<file path="src/rtl/decoder_rr_arbiter_pkg.sv">
// Shared types and constants for the round-robin grant arbiter.
// Requester count, state encodings and the rotating winner search.
package decoder_rr_arbiter_pkg;

  localparam int NREQ = 4;
  localparam int IDXW = 2;

  typedef enum logic {
    IDLE  = 1'b0,
    GRANT = 1'b1
  } state_t;

  // first set request after last, wrapping back to last itself
  function automatic logic [IDXW-1:0] rr_pick(
    input logic [IDXW-1:0] last,
    input logic [NREQ-1:0] req
  );
    logic [IDXW-1:0] c;
    rr_pick = last;
    for (int k = NREQ; k >= 1; k--) begin
      c = last + IDXW'(k);
      if (req[c]) rr_pick = c;
    end
  endfunction

endpackage

</file>
<file path="src/rtl/decoder_rr_arbiter_gnt_decoder.sv">
// 2-to-4 one-hot grant decoder, all-zero when not enabled.
// Purely combinational; output assigned on every path.
module decoder_rr_arbiter_gnt_decoder
  import decoder_rr_arbiter_pkg::*;
(
  input  logic [IDXW-1:0] idx,
  input  logic            en,
  output logic [NREQ-1:0] gnt
);

  always_comb begin
    gnt = '0;
    if (en) begin
      unique case (idx)
        2'd0:    gnt = 4'b0001;
        2'd1:    gnt = 4'b0010;
        2'd2:    gnt = 4'b0100;
        default: gnt = 4'b1000;
      endcase
    end
  end

endmodule

</file>
<file path="src/rtl/decoder_rr_arbiter.sv">
// Four-way round-robin arbiter with IDLE/GRANT FSM and one-hot grant.
// Define ARB_TIMEOUT_EN to add the hold-time limit and Timeout pulse.
module decoder_rr_arbiter
  import decoder_rr_arbiter_pkg::*;
#(
  parameter int TIMEOUT_CYCLES = 16
) (
  input  logic            Clk,
  input  logic            Rst_n,
  input  logic            En,
  input  logic [NREQ-1:0] Req,
  input  logic            Done,
  output logic [NREQ-1:0] Gnt,
  output logic [IDXW-1:0] Gnt_idx,
  output logic            Busy,
  output logic            Timeout
);

  if (TIMEOUT_CYCLES < 2 || TIMEOUT_CYCLES > 255) begin : g_chk
    $error("TIMEOUT_CYCLES out of range 2..255");
  end

  state_t          state, state_nxt;
  logic [IDXW-1:0] idx_q, idx_nxt;
  logic [IDXW-1:0] last_q, last_nxt;
  logic [IDXW-1:0] win;

  assign win = rr_pick(last_q, Req);

`ifdef ARB_TIMEOUT_EN
  logic [7:0] timer_q;
  logic       hit;
  logic       to_q, to_nxt;

  assign hit = (timer_q == 8'(TIMEOUT_CYCLES - 1));
`endif

  always_comb begin
    state_nxt = state;
    idx_nxt   = idx_q;
    last_nxt  = last_q;
`ifdef ARB_TIMEOUT_EN
    to_nxt    = 1'b0;
`endif
    unique case (state)
      IDLE: begin
        if (En && |Req) begin
          state_nxt = GRANT;
          idx_nxt   = win;
          last_nxt  = win;
        end
      end
      GRANT: begin
        if (Done || !Req[idx_q]) state_nxt = IDLE;
`ifdef ARB_TIMEOUT_EN
        else if (hit) begin
          state_nxt = IDLE;
          to_nxt    = 1'b1;
        end
`endif
      end
      default: state_nxt = IDLE;
    endcase
  end

  always_ff @(posedge Clk) begin
    if (!Rst_n) begin
      state  <= IDLE;
      idx_q  <= '0;
      last_q <= IDXW'(NREQ - 1);
    end else begin
      state  <= state_nxt;
      idx_q  <= idx_nxt;
      last_q <= last_nxt;
    end
  end

`ifdef ARB_TIMEOUT_EN
  // timer holds the number of completed GRANT cycles of this owner
  always_ff @(posedge Clk) begin
    if (!Rst_n) begin
      timer_q <= '0;
      to_q    <= 1'b0;
    end else begin
      to_q <= to_nxt;
      if (state == GRANT && state_nxt == GRANT)
        timer_q <= timer_q + 8'd1;
      else
        timer_q <= '0;
    end
  end

  assign Timeout = to_q;
`else
  assign Timeout = 1'b0;
`endif

  assign Busy    = (state == GRANT);
  assign Gnt_idx = idx_q;

  decoder_rr_arbiter_gnt_decoder gnt_decoder (
    .idx (idx_q),
    .en  (Busy),
    .gnt (Gnt)
  );

endmodule

</file>
<file path="config.mk">
export PLATFORM = sky130hd
export DESIGN_NAME = decoder_rr_arbiter
export DESIGN_NICKNAME = d
export VERILOG_FILES = /design/src/rtl/decoder_rr_arbiter_pkg.sv /design/src/rtl/decoder_rr_arbiter_gnt_decoder.sv /design/src/rtl/decoder_rr_arbiter.sv
export SDC_FILE = /design/constraint.sdc
export NUM_CORES = 1
export LEC_CHECK = 0
export ABC_AREA = 1
export ABC_CLOCK_PERIOD_IN_PS = 1600
export BUFFER_PORTS_ARGS = -buffer_cell sky130_fd_sc_hd__buf_2
export CAP_MARGIN = 20
export CORE_AREA = 2 2 39 41
export CTS_BUF_LIST = sky130_fd_sc_hd__clkbuf_8
export DETAILED_ROUTE_END_ITERATION = 8
export DIE_AREA = 0 0 41 43
export PLACE_DENSITY = 0.66
export SETUP_SLACK_MARGIN = 0.15
export SLEW_MARGIN = 20
export SYNTH_ARGS = -nofsm -noshare
export SYNTH_HDL_FRONTEND = slang
export SYNTH_HIERARCHICAL = 1
export SYNTH_SLANG_ARGS = --single-unit
export TNS_END_PERCENT = 1
</file>
<file path="constraint.sdc">
create_clock -name Clk -period 1.6 [get_ports Clk]
set_clock_uncertainty 0.05 [all_clocks]
set_input_delay 0.16 -clock Clk [delete_from_list [all_inputs] [get_ports Clk]]
set_output_delay 0.16 -clock Clk [all_outputs]
set_load 0.005 [all_outputs]
</file>
==> reports/results.txt <==
min Tclk post-route - 1.32 ns
Syn Area/Cell - 5.77 um^2
post-route cell area - 569 um^2
vias in the first global route - 463
Synth Instances - 78
Arr. time, crit path - 1.36 ns
fraction of layout cells with a size suffix above 1 - 0.351
Max Cap Viol - 0
met3 WL - 60 um
worst min path class - in2reg
unrepaired setup endpoints after global routing - false
drc violations - 0
clk_lat worst skew - 0.23 ns
crit end category - register
syn_nets - 86
Setup Viol. Count Final - 0
Max VDD drop - 717 uV
die area - 0.00176 mm^2
worst reg2reg path startpoint - last_q[0]
diode count - 0
grt ovf - 0
Post-CTS Setup Repair Bufs - 0
nets - 103
CTS max path bufs - 2
row cnt - 14
pre-CTS setup slack - 0.157 ns
vias per inst - 4.67
number of antenna violations at the first check in global routing - 0
hold path start - Rst_n
sequential area share after synthesis - 0.222
Worst path slowest cell - dfxtp_2
met2 routed WL - 515 um
CTS clock-pin slew for the worst setup and hold paths - 0.04 ns
I/O Buffers - 14
wire length per cell - 9.38 um
Tcrit/Tclk final - 0.825
Chip Width - 41 um
die height - 43 um
initial core utilization - 0.325
CTS buffer count - 3
root buffer cell - clkbuf_8
Mapped Area - 450 um^2
Post-Route WL - 1030 um
Max Slew Vio Count - 0
Design Power - 0.000595 W
area growth from synthesis to layout - 26.4%
fin worst setup slack - 0.280 ns
Via Count - 514
wire length of the first global-routing pass - 1790 um
Tot GR Track Use - 0.150
fmax - 757 MHz
Worst Path Max Fanout - 10
DRT iter0 DRCs - 5
final antenna-violating net count - 0
io pins - 16
critical path type - reg2reg
Synth Register Bits - 5
H-Tree Depth - 1
top library cells by usage in the layout, fill and taps aside - 24 x nand2_1, 14 x buf_2, 11 x nor2_1
Req. time, crit path - 1.64 ns
HPWL after detailed placement - 803 um
CTS tree - built
crit path cell chain - inv_6 > nand2_1 > nand2_1 > nand2_1 > nand3_1 > o21ai_1 > o211ai_1
Startpoint Class - register
status - complete, no violations
final hold violation count - 0
post-synth cell types - 20
CP peak stage delay - 0.45 ns
Critical Path Most Common Cell - nand2_1
setup TNS - 0 ns
synth warn - 6
largest net degree at the start of global routing - 11
worst setup path startpoint - last_q[0]
Placed Area - 522 um^2
M1 wire length - 438 um
Pre-antenna DRT Iters - 4
total power density per cell area - 1050 mW/mm^2
Lkg Pwr - 0.309 nW
clock sinks - 5
most common library cell in the layout ignoring fill and taps - nand2_1
core area - 0.00138 mm^2
GPL Wtd Cong - 0.766
highest routed layer - met4
## metal layers
metal	global-route usage	vias up
met5	0	-
met4	0.0600	0
met3	0.0628	2
met2	0.231	17
met1	0.174	223
li1	-	272
## cell type report
class / count / area [um^2]
clock inverters: 1 / 3.75
inverters: 9 / 40.0
repair buffers: 14 / 70.1
multi-input cells: 62 / 292
flip-flops and latches: 5 / 103
well taps: 16 / 20.0
fillers: 135 / 815
clock buffers: 3 / 41.3
## worst paths after layout
kind / end / slack [ns] / depth (start not counted)
max: last_q[1] / 0.28 / 7
min: last_q[1] / 0.1 / 2
max reg2reg: last_q[1] / 0.28 / 7
min reg2reg: Gnt_idx[1] / 0.49 / 2
## stage by stage
step | utilization | hold slack (ns) | std cells
after global placement | 0.377 | 0.327 | 106
final | 0.411 | 0.0970 | 110
after floorplan | - | 0.209 | 78
after detailed placement | 0.377 | 0.332 | 106
after global routing | 0.411 | 0.102 | 110
after CTS | 0.410 | 0.0956 | 110
## synth_stat cells (all sizes together)
cell	n	area (um^2)
nand2	32	140
nor2	12	47.6
inv	8	35.0
nand3	7	40.0
a21oi	6	33.8
dfxtp	5	100
buf	2	18.8
o21ai	2	10.0
clkinv	1	5.00
conb	1	3.75
o211ai	1	7.51
o32ai	1	8.76
## state kept, by name, summed over array words and instances, names as in the netlist
register,count
Busy,1
Gnt_idx,2
last_q,2
## worst max-delay path, delay by kind of cell, from the launching register on
kind                   cells  cell delay [ns]
AO/OA/AOI/OAI              2             0.33
AND/OR/NAND/NOR            4             0.31
flip-flops                 1             0.45
buffers and inverters      1             0.06
## repair_timing
action | CTS | global route
hold buffers | 0 | 0
resized for setup | 0 | 2
setup endpoints to repair | 0 | 4
## cells by family (layout without fill, tap and decap cells)
logic type             count (synthesis)  count (layout)  synth area share
AND/OR/NAND/NOR                       51              51             0.506
buffers and inverters                 11              27             0.131
AO/OA/AOI/OAI                         10              10             0.133
flip-flops                             5               5             0.222
other                                  1               1           0.00833
## where the power goes
part	internal, W	switching, W	leakage [nW]
Combinational	0.0000762	0.000111	0.241
Clock	0.000165	0.0000704	0.0269
Sequential	0.000142	0.0000301	0.0408
Total	0.000383	0.000212	0.309
No activity file was read; power rests on OpenSTA's default activity.
